File: src/rtl/intbus_initiator.sv
// intbus_initiator: queues read/write commands and plays them out as single-beat intbus transactions.
// Optional read timeout: `define INTBUS_INIT_TIMEOUT_EN (undefined = wait for bus_rvalid forever).
module intbus_initiator #(
  parameter int ADDR_WIDTH = 14,
  parameter int DATA_WIDTH = 32,
  parameter int FIFO_DEPTH = 4,
  parameter int TIMEOUT    = 16
) (
  input  logic                  clk,
  input  logic                  rst,
  input  logic                  cmd_valid,
  output logic                  cmd_ready,
  input  logic                  cmd_we,
  input  logic [ADDR_WIDTH-1:0] cmd_addr,
  input  logic [DATA_WIDTH-1:0] cmd_wdata,
  output logic                  rsp_valid,
  output logic [DATA_WIDTH-1:0] rsp_rdata,
  output logic                  rsp_err,
  output logic [ADDR_WIDTH-1:0] bus_addr,
  output logic [DATA_WIDTH-1:0] bus_wdata,
  output logic                  bus_wr,
  output logic                  bus_rd,
  input  logic [DATA_WIDTH-1:0] bus_rdata,
  input  logic                  bus_rvalid,
  output logic                  busy,
  output logic [2:0]            dbg_state
);

  // Handshake: a command transfers on a rising edge where cmd_valid && cmd_ready;
  // rsp_valid is a one-cycle pulse with no backpressure, rsp_rdata/rsp_err qualify it.

  localparam int PW = (FIFO_DEPTH > 1) ? $clog2(FIFO_DEPTH) : 1;
  localparam int CW = PW + 1;
  localparam int EW = 1 + ADDR_WIDTH + DATA_WIDTH;

  if (TIMEOUT < 2 || TIMEOUT > 255) begin : g_timeout_out_of_range
  end

  typedef enum logic [2:0] {
    IDLE      = 3'd0,
    WRITE     = 3'd1,
    READ_REQ  = 3'd2,
    READ_WAIT = 3'd3,
    RESP      = 3'd4
  } state_t;

  state_t                  state_q;
  logic [EW-1:0]           mem_q [FIFO_DEPTH];
  logic [PW-1:0]           wr_ptr_q;
  logic [PW-1:0]           rd_ptr_q;
  logic [CW-1:0]           count_q;
  logic [CW-1:0]           count_d;
  logic                    ready_q;
  logic                    busy_q;
  logic [ADDR_WIDTH-1:0]   bus_addr_q;
  logic [DATA_WIDTH-1:0]   bus_wdata_q;
  logic                    bus_wr_q;
  logic                    bus_rd_q;
  logic                    rsp_valid_q;
  logic [DATA_WIDTH-1:0]   rsp_rdata_q;

  logic                    push;
  logic                    pop;
  logic [EW-1:0]           head;
  logic                    head_we;
  logic [ADDR_WIDTH-1:0]   head_addr;
  logic [DATA_WIDTH-1:0]   head_wdata;

  // ready_q already encodes !full, so a pop in a full cycle cannot admit a push.
  assign push       = cmd_valid && ready_q;
  assign pop        = (state_q == IDLE) && (count_q != '0);
  assign head       = mem_q[rd_ptr_q];
  assign head_we    = head[EW-1];
  assign head_addr  = head[EW-2 -: ADDR_WIDTH];
  assign head_wdata = head[DATA_WIDTH-1:0];

  always_comb begin
    count_d = count_q;
    case ({push, pop})
      2'b10:   count_d = count_q + CW'(1);
      2'b01:   count_d = count_q - CW'(1);
      default: count_d = count_q;
    endcase
  end

  always_ff @(posedge clk) begin
    if (push && !rst) begin
      mem_q[wr_ptr_q] <= {cmd_we, cmd_addr, cmd_wdata};
    end
  end

`ifdef INTBUS_INIT_TIMEOUT_EN
  localparam logic [DATA_WIDTH-1:0] ERR_DATA = DATA_WIDTH'(32'hDEADBEEF);
  logic [7:0] wait_cnt_q;
  logic       rsp_err_q;
  assign rsp_err = rsp_err_q;
`else
  assign rsp_err = 1'b0;
`endif

  always_ff @(posedge clk) begin
    if (rst) begin
      state_q     <= IDLE;
      wr_ptr_q    <= '0;
      rd_ptr_q    <= '0;
      count_q     <= '0;
      ready_q     <= 1'b1;
      busy_q      <= 1'b0;
      bus_addr_q  <= '0;
      bus_wdata_q <= '0;
      bus_wr_q    <= 1'b0;
      bus_rd_q    <= 1'b0;
      rsp_valid_q <= 1'b0;
      rsp_rdata_q <= '0;
`ifdef INTBUS_INIT_TIMEOUT_EN
      wait_cnt_q  <= '0;
      rsp_err_q   <= 1'b0;
`endif
    end else begin
      count_q     <= count_d;
      ready_q     <= (count_d != CW'(FIFO_DEPTH));
      busy_q      <= (state_q != IDLE) || (count_q != '0);
      bus_wr_q    <= 1'b0;
      bus_rd_q    <= 1'b0;
      rsp_valid_q <= 1'b0;
      if (push) wr_ptr_q <= wr_ptr_q + PW'(1);
      if (pop)  rd_ptr_q <= rd_ptr_q + PW'(1);

      case (state_q)
        IDLE: begin
          if (count_q != '0) begin
            bus_addr_q  <= head_addr;
            bus_wdata_q <= head_wdata;
            if (head_we) begin
              bus_wr_q <= 1'b1;
              state_q  <= WRITE;
            end else begin
              bus_rd_q <= 1'b1;
              state_q  <= READ_REQ;
            end
          end
        end
        WRITE: state_q <= IDLE;
        READ_REQ: begin
`ifdef INTBUS_INIT_TIMEOUT_EN
          wait_cnt_q <= '0;
`endif
          state_q <= READ_WAIT;
        end
        READ_WAIT: begin
          // Responder data takes priority over a timeout landing in the same cycle.
          if (bus_rvalid) begin
            rsp_rdata_q <= bus_rdata;
            rsp_valid_q <= 1'b1;
`ifdef INTBUS_INIT_TIMEOUT_EN
            rsp_err_q   <= 1'b0;
`endif
            state_q     <= RESP;
          end
`ifdef INTBUS_INIT_TIMEOUT_EN
          else if (wait_cnt_q == 8'(TIMEOUT - 1)) begin
            rsp_rdata_q <= ERR_DATA;
            rsp_valid_q <= 1'b1;
            rsp_err_q   <= 1'b1;
            state_q     <= RESP;
          end else begin
            wait_cnt_q <= wait_cnt_q + 8'd1;
          end
`endif
        end
        RESP:    state_q <= IDLE;
        default: state_q <= IDLE;
      endcase
    end
  end

  assign cmd_ready = ready_q;
  assign busy      = busy_q;
  assign bus_addr  = bus_addr_q;
  assign bus_wdata = bus_wdata_q;
  assign bus_wr    = bus_wr_q;
  assign bus_rd    = bus_rd_q;
  assign rsp_valid = rsp_valid_q;
  assign rsp_rdata = rsp_rdata_q;
  assign dbg_state = state_q;

endmodule

File: config.mk
export PLATFORM = sky130hd
export DESIGN_NAME = intbus_initiator
export DESIGN_NICKNAME = d
export VERILOG_FILES = /design/src/rtl/intbus_initiator.sv
export SDC_FILE = /design/constraint.sdc
export NUM_CORES = 1
export LEC_CHECK = 0
export ABC_AREA = 1
export CORE_MARGIN = 4
export CORE_UTILIZATION = 40
export DETAILED_ROUTE_END_ITERATION = 16
export PLACE_DENSITY = 0.67
export SYNTH_ARGS = -nofsm -noshare
export SYNTH_HDL_FRONTEND = slang
export SYNTH_SLANG_ARGS = --single-unit
File: constraint.sdc
create_clock -name clk -period 5.15 [get_ports clk]
set_input_delay 1.2875 -clock clk [delete_from_list [all_inputs] [get_ports clk]]
set_output_delay 1.2875 -clock clk [all_outputs]
set_load 0.03 [all_outputs]
==> results of run 1 <==
placed cells by master, fill, tap and decap left out, types with 5 or more instances in the layout:
| cell type | instances |
|---|---|
| buf_4 | 11 |
| clkinv_1 | 5 |
| edfxtp_1 | 188 |
| clkdlybuf4s50_1 | 168 |
| clkbuf_16 | 31 |
| ha_1 | 5 |
| o21ai_0 | 126 |
| nor2_1 | 197 |
| inv_2 | 6 |
| o22ai_1 | 46 |
| clkbuf_8 | 5 |
| nand3_1 | 37 |
| dfxtp_1 | 93 |
| a21oi_1 | 37 |
| inv_1 | 16 |
| nand2_1 | 49 |
| o21ai_1 | 18 |
layout make-up:
type                       count  area, sq um  share of cell area (%)
clock buffer                  40          860                    6.41
antenna                        1         2.50                  0.0187
tap                          330          413                    3.08
sequential                   283         7550                    56.3
inverter                      23         86.3                   0.644
clock inverter                16          183                    1.36
multi-input combinational    530         2510                    18.7
timing repair buffer         181         1800                    13.5
tightest hold or removal path, delay by kind of cell, from the launching register on:
family	cells	cell delay (ns)
DFF	1	0.30
AOI/OAI and AO/OA	1	0.05
and+or+nand+nor	1	0.06
registers in the layout (all words and copies together) (netlist names), 2 cells and up, named ones only:
signal and cells:
count_q 3, mem_q 188, wr_ptr_q 2, rd_ptr_q 2, dbg_state 3, bus_wdata 32, rsp_rdata 32, bus_addr 14
through the flow:
stage / cells / hold slack [ns] / cell area, sq um / total power [mW]
2_1_floorplan: 897 / 0.461 / 10400 / 4.15
3_3_place_gp: 1347 / 0.447 / 12400 / 4.81
3_5_place_dp: 1347 / 0.452 / 12400 / 4.84
4_1_cts: 1403 / 0.461 / 13400 / 7.08
5_1_grt: 1404 / 0.478 / 13400 / 7.39
6_report: 1404 / 0.460 / 13400 / 6.99
power by group through the flow:
stage / clock network [mW] / registers (mW) / logic, mW
2_1_floorplan: 0 / 3.13 / 1.02
3_3_place_gp: 0 / 2.91 / 1.90
3_5_place_dp: 0 / 2.91 / 1.93
4_1_cts: 2.27 / 2.87 / 1.94
5_1_grt: 2.37 / 2.91 / 2.12
6_report: 2.22 / 2.87 / 1.91
kinds of logic (layout without fill, tap and decap cells):
family | after synthesis | count (layout) | share of synthesized area [%]
compound gates | 228 | 228 | 11.5
xor+xnor | 1 | 1 | 0.0841
fa+ha+maj | 6 | 6 | 0.793
buf+inv | 84 | 260 | 3.68
flops | 283 | 283 | 72.5
other cells | 1 | 2 | 0.0360
simple gates | 294 | 294 | 11.4
metal layers:
layer | global-route usage (%) | vias up | wire (microns)
met1 | 21.7 | 3406 | 10600
met3 | 3.70 | 34 | 1870
met4 | 4.31 | 2 | 413
met2 | 27.4 | 234 | 11400
met5 | 0 | - | 13
li1 | - | 3462 | -
final timing paths:
| path | endpoint | slack [ns] |
|---|---|---|
| max | mem_q[1][34] | 1.94 |
| min | rsp_rdata[23] | 0.46 |
| max reg2reg | dbg_state[1] | 2.46 |
| min reg2reg | rsp_rdata[23] | 0.46 |
==> run metrics, run 1 <==
Top delay family on crit path buffers and inverters; port bufs 168; Die W 169 microns; WP depth 6; Hold Crit Class flop to flop; first-pass GRT wire length 38100 microns; number of enable flip-flop cells after synthesis about 190; num rows 58; clock-pin slew on the worst setup and hold paths around 0.060 ns; Yosys reg bits roughly 280; Worst EP required 5.38 ns; pwr/cell area about 520 nW/um^2; Util after Layout roughly 53%; CTS root buffer clkbuf_16; clk sink count 283; critical-path maximum fanout 42; DR DRC count 0; internal power 4.73 mW; status finished clean; sw frac 32.4%; Critical path origin rst; Top FF cell, synth edfxtp_1; # setup viols final 0; number of global-route vias before repair 7039; total negative slack 0 ns; buffers plus inverters on the worst setup path 4; core area 25400 sq um; r2r worst-path depth 9; Worst path max stage delay 0.65 ns; worst hold start rsp_rdata[23]; commonest cells in the netlist nor2_1, edfxtp_1, o21ai_0; post-route setup slack 1.94 ns; dpl hpwl 14500 microns; initial antenna violation count 2; Synth Warn # 0; most used cell, CP buf_4; Worst Skew 0.00777 ns; Pre-antenna DRT Iters 7; Synth Instances about 900; layout cells sized above 1 7.27%; post-synth top area share 54.2%; Routed WL 24200 microns; worst endpoint data arrival time 3.44 ns; max-slew violations 0; largest net degree at the start of global routing 96; CTS tree done; Detail Route Antenna Nets 0; slew of the pin with the lowest slew margin 1.12 ns; starting density of the core 41.0%; post-DR vias/cell 5.08; worst-path cell chain clkdlybuf4s50_1, buf_4, inv_2, nand3_1, nor2_4, buf_4; Min-Delay Path Depth 2; worst-skew pair later-pin latency between 0.5 and 0.6 ns; pre-CTS setup slack 1.40 ns; Syn Std Cell Area 10400 sq um; unrepaired setup endpoints after global routing false; Post-CTS Setup Bufs 0; CTS Buf Count 30; Via Count just over 7000; # hold bufs at CTS 0; Die H 169 microns; CP max stage cell nor2_4; LEAKAGE 4.57 nW; Area Growth Syn to Fin 28.8%; Final Wtd Congestion 0.779; sw power approximately 2.3 mW; Syn Nets around 990; VDD IR-drop max 0.000388 V; Worst setup EP type flop; Max Root-Sink Buffers 3; filler cell count in the final layout between 2000 and 2500; WL/cell 17.3 microns; Flop pwr share 41.0%; Max Cap Viol 0; clock network fraction of total power 31.8%; DRT iter0 DRCs around 460; Seq/Total Area, Yosys 72.5%; WS Path Type primary input to flop; final hold violation count 0; most common cell in the netlist nor2_1; Die Area around 29000 sq um; ys async rst share 0%; H-tree levels 1; I/O pin count 170; leading area contributor after synthesis edfxtp_1; Fmax achieved 0.312 GHz; synthesized area per cell 11.6 sq um; Synth area leaders edfxtp_1, dfxtp_1, nor2_1, o21ai_0, o22ai_1; Final Critical Period about 3.2 ns; slew margin rel. 25.2%; final worst-path cycle share 62.3%; fin nets 1138; post-synthesis cell type count 26; Comb pwr share between 20% and 30%; Worst Setup Start Kind primary input; Total GRT Usage 16.4%; cts repair resizes 0; total gr overflow 0
Power figures use the tool's default switching activity.
==> run 2: changes to the inputs <==
==> constraint.sdc (replaced) <==
create_clock -name clk -period 3.35 [get_ports clk]
set_input_delay 0.8375 -clock clk [delete_from_list [all_inputs] [get_ports clk]]
set_output_delay 0.8375 -clock clk [all_outputs]
set_load 0.03 [all_outputs]
==> run metrics, run 2 (synthesis results as in run 1) <==
Worst setup EP type primary output (was flop); core area 25400 sq um (unchanged); commonest non-fill, non-tap cell in the layout nor2_1 (unchanged); post-route setup slack 0.858 ns (was 1.94 ns); first-pass GRT wire length 38200 microns (was 38100 microns); WL/cell 17.2 microns (was 17.3 microns); worst endpoint data arrival time 1.65 ns (was 3.44 ns); Die H 169 microns (unchanged); initial antenna violation count 1 (was 2); num rows 58 (unchanged); Worst path max stage delay 0.72 ns (was 0.65 ns); clk sink count 283 (unchanged); Pre-antenna DRT Iters 5 (was 7); WS Path Type flop to primary output (was primary input to flop); Area Growth Syn to Fin 28.2% (was 28.8%); Die Area 28700 sq um (unchanged); H-tree levels 1 (unchanged); buffers plus inverters on the worst setup path 1 (was 4); fin nets 1143 (was 1138); placed cells 1353 (was 1347); largest net degree at the start of global routing 95 (was 96); most frequent cells in the layout nor2_1, edfxtp_1, clkdlybuf4s50_1, o21ai_0, dfxtp_1 (unchanged); critical-path maximum fanout 3 (was 42); slew of the pin with the lowest slew margin 0.979 ns (was 1.12 ns); clock network fraction of total power 29.2% (was 31.8%); Total GRT Usage 16.4% (about the same); pwr/cell area 781 nW/um^2 (was 521 nW/um^2); Comb pwr share 29.6% (was 27.2%); DR DRC count 0 (unchanged); max-slew violations 0 (unchanged); fin area 13300 sq um (was 13400 sq um); # setup viols final 0 (unchanged); worst-skew pair later-pin latency 0.54 ns (about the same); cts repair resizes 0 (unchanged); starting density of the core 41.0% (unchanged); Routed WL 24300 microns (was 24200 microns); Finished Layout Cells 1408 (was 1404); Worst Skew 0.0143 ns (was 0.00777 ns); VDD IR-drop max 0.000547 V (was 0.000388 V); DRT iter0 DRCs 554 (was 464); LEAKAGE 4.56 nW (was 4.57 nW); Final Critical Period approximately 2.5 ns; Final Power 10.4 mW (was 6.99 mW); CTS Buf Count 29 (was 30); number of global-route vias before repair 7126 (was 7039); Hold Crit Class flop to flop (unchanged); slew margin rel. 34.7% (was 25.2%); Final Wtd Congestion 0.750 (was 0.779); port bufs 168 (unchanged); sw frac 33.1% (was 32.4%); Worst Setup Start Kind flop (was primary input); # hold bufs at CTS 0 (unchanged); dpl hpwl 14400 microns (was 14500 microns); final hold violation count 0 (unchanged); final worst-path cycle share 74.4%; max reg flops 188 (unchanged); unrepaired setup endpoints after global routing false (unchanged); Worst EP required 2.51 ns (was 5.38 ns); clock-pin slew on the worst setup and hold paths 0.06 ns (about the same); Biggest register mem_q (unchanged); Max Cap Viol 0 (unchanged); internal power 6.97 mW (was 4.73 mW); CP max stage cell clkdlybuf4s50_1 (was nor2_4); status finished clean (unchanged); Die W 169 microns (unchanged); I/O pin count 170 (unchanged); Max Root-Sink Buffers 3 (unchanged); CTS tree done (unchanged); CTS root buffer clkbuf_16 (unchanged); Fmax achieved 0.401 GHz; filler cell count in the final layout 2187 (was 2168); post-DR vias/cell 5.09 (was 5.08); Detail Route Antenna Nets 0 (unchanged); Post-CTS Setup Bufs 0 (unchanged); Via Count 7161 (was 7138); pre-CTS setup slack 0.566 ns (was 1.40 ns); total gr overflow 0 (unchanged); Top delay family on crit path buffers and inverters (unchanged); worst-path cell chain clkdlybuf4s50_1 (was clkdlybuf4s50_1, buf_4, inv_2, nand3_1, nor2_4, buf_4); Placement Cell Area 12400 sq um (about the same); layout cells sized above 1 7.24% (was 7.27%); Flop pwr share 41.2% (was 41.0%); sw power 3.45 mW (was 2.27 mW)
## run 2: cell count changes in the layout (fill, tap and decap cells not counted), sizes merged
cell / delta
clkbuf: -2
bufinv: -2
inv: +1
clkinv: +4
buf: +6
clkinvlp: -3
## run 2: area by class of cell
cell class,instances,area (sq um),share of cell area [%]
clock buffer,38,769,5.77
tap,330,413,3.09
sequential,283,7550,56.6
inverter,23,86.3,0.647
timing repair buffer,187,1870,14.0
multi-input combinational,530,2510,18.8
clock inverter,16,135,1.01
antenna,1,2.50,0.0187
## run 2: worst min-delay path, stage by stage, from the launching register on
cell     delay (ns)
dfxtp_1        0.30
nand2_1        0.06
a21oi_1        0.05
## run 2: routing by layer
| layer | up-vias | global-route usage [%] | wire length, microns |
|---|---|---|---|
| met2 | 226 | 27.4 | 11400 |
| met1 | 3428 | 22.3 | 10600 |
| met4 | 0 | 3.57 | 435 |
| li1 | 3477 | - | - |
| met3 | 30 | 3.28 | 1830 |
| met5 | - | 0 | 0 |
## run 2: path summary, 6_finish.rpt
path	from	to	slack [ns]	cells after the start
setup / recovery	dbg_state[2]	dbg_state[2]	0.86	1
hold / removal	rsp_rdata[30]	rsp_rdata[30]	0.46	2
setup reg to reg	dbg_state[1]	cmd_ready	1.38	14
hold reg to reg	rsp_rdata[30]	rsp_rdata[30]	0.46	2
## run 2: stage by stage
step / utilization [%] / hold WS, ns / TNS, ns
floorplan: - / 0.461 / -63.98
global placement: 49.0 / 0.448 / 0
detailed placement: 49.0 / 0.455 / 0
CTS: 52.5 / 0.464 / 0
global route: 52.5 / 0.479 / 0
finish: 52.5 / 0.460 / 0
## run 2: power by group through the flow
stage	Sequential [mW]	Clock, mW	Combinational, mW
2_1_floorplan	4.81	0	1.57
3_3_place_gp	4.36	0	3.08
3_5_place_dp	4.37	0	3.11
4_1_cts	4.30	3.11	3.13
5_1_grt	4.34	3.25	3.44
6_report	4.29	3.04	3.09
==> run 3: changes to the inputs <==
--- a/config.mk
+++ b/config.mk
@@ -9,7 +9,7 @@
 export CORE_MARGIN = 4
 export CORE_UTILIZATION = 40
 export DETAILED_ROUTE_END_ITERATION = 16
-export PLACE_DENSITY = 0.67
+export PLACE_DENSITY = 0.69
 export SYNTH_ARGS = -nofsm -noshare
 export SYNTH_HDL_FRONTEND = slang
 export SYNTH_SLANG_ARGS = --single-unit
==> constraint.sdc (replaced) <==
create_clock -name clk -period 2.21 [get_ports clk]
set_input_delay 0.5525 -clock clk [delete_from_list [all_inputs] [get_ports clk]]
set_output_delay 0.5525 -clock clk [all_outputs]
set_load 0.03 [all_outputs]
==> run metrics, run 3 (synthesis results as in run 1) <==
status finished clean (unchanged); core area 25400 sq um (unchanged); filler cell count in the final layout 2150 (was 2187); number of global-route vias before repair 7125 (was 7126); VDD IR-drop max 0.000834 V (was 0.000547 V); largest net degree at the start of global routing 95 (unchanged); Hold Crit Class flop to flop (unchanged); post-DR vias/cell 5.14 (was 5.09); DR DRC count 0 (unchanged); worst endpoint data arrival time 1.60 ns (was 1.65 ns); internal power 10.8 mW (was 6.97 mW); Die Area 28700 sq um (unchanged); Worst EP required 1.66 ns (was 2.51 ns); Area Growth Syn to Fin 29.8% (was 28.2%); dpl hpwl 14400 microns (about the same); Final Critical Period 2.15 ns; clk sink count 283 (unchanged); starting density of the core 41.0% (unchanged); first-pass GRT wire length 37900 microns (was 38200 microns); Total GRT Usage 16.2% (was 16.4%); Pre-antenna DRT Iters 5 (unchanged); # setup viols final 0 (unchanged); Final Wtd Congestion 0.767 (was 0.750); WL/cell 17.1 microns (was 17.2 microns); Die H 169 microns (unchanged); slew margin rel. 55.4% (was 34.7%); Max Root-Sink Buffers 3 (unchanged); most frequent cells in the layout nor2_1, edfxtp_1, clkdlybuf4s50_1, o21ai_0, dfxtp_1 (unchanged); Fmax achieved 0.466 GHz; Comb pwr share 29.9% (was 29.6%); Worst Setup Start Kind flop (unchanged); Worst setup EP type primary output (unchanged); final worst-path cycle share 97.2%; worst-path cell chain clkdlybuf4s50_1 (unchanged); I/O pin count 170 (unchanged); Post-CTS Setup Bufs 0 (unchanged); Top delay family on crit path buffers and inverters (unchanged); clock network fraction of total power 29.9% (was 29.2%); CP max stage cell clkdlybuf4s50_1 (unchanged); LEAKAGE 4.63 nW (was 4.56 nW); sw frac 32.9% (was 33.1%); num rows 58 (unchanged); total gr overflow 0 (unchanged); Max Cap Viol 0 (unchanged); layout cells sized above 1 8.04% (was 7.24%); fin area 13500 sq um (was 13300 sq um); max reg flops 188 (unchanged); H-tree levels 1 (unchanged); Flop pwr share 40.3% (was 41.2%); commonest non-fill, non-tap cell in the layout nor2_1 (unchanged); Biggest register mem_q (unchanged); DRT iter0 DRCs 571 (was 554); sw power 5.32 mW (was 3.45 mW); Worst Skew 0.00986 ns (was 0.0143 ns); Placement Cell Area 12600 sq um (was 12400 sq um); max-slew violations 0 (unchanged); Final Power 16.2 mW (was 10.4 mW); Worst path max stage delay 0.71 ns (was 0.72 ns); R2R setup slack 0.31 ns (was 1.38 ns); buffers plus inverters on the worst setup path 1 (unchanged); unrepaired setup endpoints after global routing false (unchanged); final hold violation count 0 (unchanged); Routed WL 24100 microns (was 24300 microns); CTS tree done (unchanged); clock-pin slew on the worst setup and hold paths 0.06 ns (about the same); Detail Route Antenna Nets 0 (unchanged); initial antenna violation count 2 (was 1); WS Path Type flop to primary output (unchanged); Via Count 7268 (was 7161); port bufs 168 (unchanged); worst-skew pair later-pin latency 0.53 ns (was 0.54 ns); CTS Buf Count 28 (was 29); CTS root buffer clkbuf_16 (unchanged); slew of the pin with the lowest slew margin 0.669 ns (was 0.979 ns); Die W 169 microns (unchanged); critical-path maximum fanout 3 (unchanged); fin nets 1149 (was 1143); pwr/cell area 1200 nW/um^2 (was 781 nW/um^2)
run 3: cell types whose count changed in the layout (fill, tap and decap cells not counted), moves of 2 or more:
cell / delta
clkinv_4: +2
clkinv_2: -4
bufinv_16: +2
clkbuf_1: -4
clkinvlp_4: +2
buf_12: +6
run 3: path summary, 6_finish.rpt:
check / startpoint / endpoint / cells after the start
worst min register to register: rsp_rdata[0] / rsp_rdata[0] / 2
worst max-delay path: cmd_ready / cmd_ready / 1
worst max register to register: dbg_state[2] / cmd_ready / 14
worst min-delay path: rsp_rdata[0] / rsp_rdata[0] / 2
run 3: final cells by class:
cell class                 instances  area [sq um]  share of cell area (%)
sequential                       283          7550                    55.9
clock inverter                    19           211                    1.56
clock buffer                      33           741                    5.48
timing repair buffer             194          2000                    14.8
inverter                          23          86.3                   0.639
tap                              330           413                    3.05
antenna                            1          2.50                  0.0185
multi-input combinational        530          2510                    18.6
run 3: per-layer routing:
metal	track usage, %	wire length (microns)	part of all wire, %
met1	21.8	10600	44
met2	27.3	11500	48
met3	3.21	1680	7.0
met4	3.64	353	1.5
met5	0	12	0.050
run 3: metrics by stage:
step           setup WS (ns)  setup TNS [ns]  cells  hold WS, ns  utilization, %
4_1_cts               0.0244               0   1412        0.462            53.2
6_report              0.0624               0   1413        0.459            53.2
2_1_floorplan         -0.477          -89.72    897        0.461               -
5_1_grt              0.00408               0   1413        0.480            53.2
3_5_place_dp          -0.123          -0.140   1360        0.452            49.5
3_3_place_gp         -0.0891         -0.0891   1360        0.447            49.5
run 3: power by group through the flow:
stage	registers, mW	clock network [mW]	logic, mW
final	6.51	4.83	4.83
after global routing	6.57	5.17	5.30
after CTS	6.51	4.95	4.89
after detailed placement	6.62	0	4.85
after global placement	6.61	0	4.78
after floorplan	7.28	0	2.38
run 3: what timing repair did:
action | in CTS | in global routing
hold buffers | 0 | 0
gates resized for setup | 1 | 0
setup endpoints to repair | 1 | 0
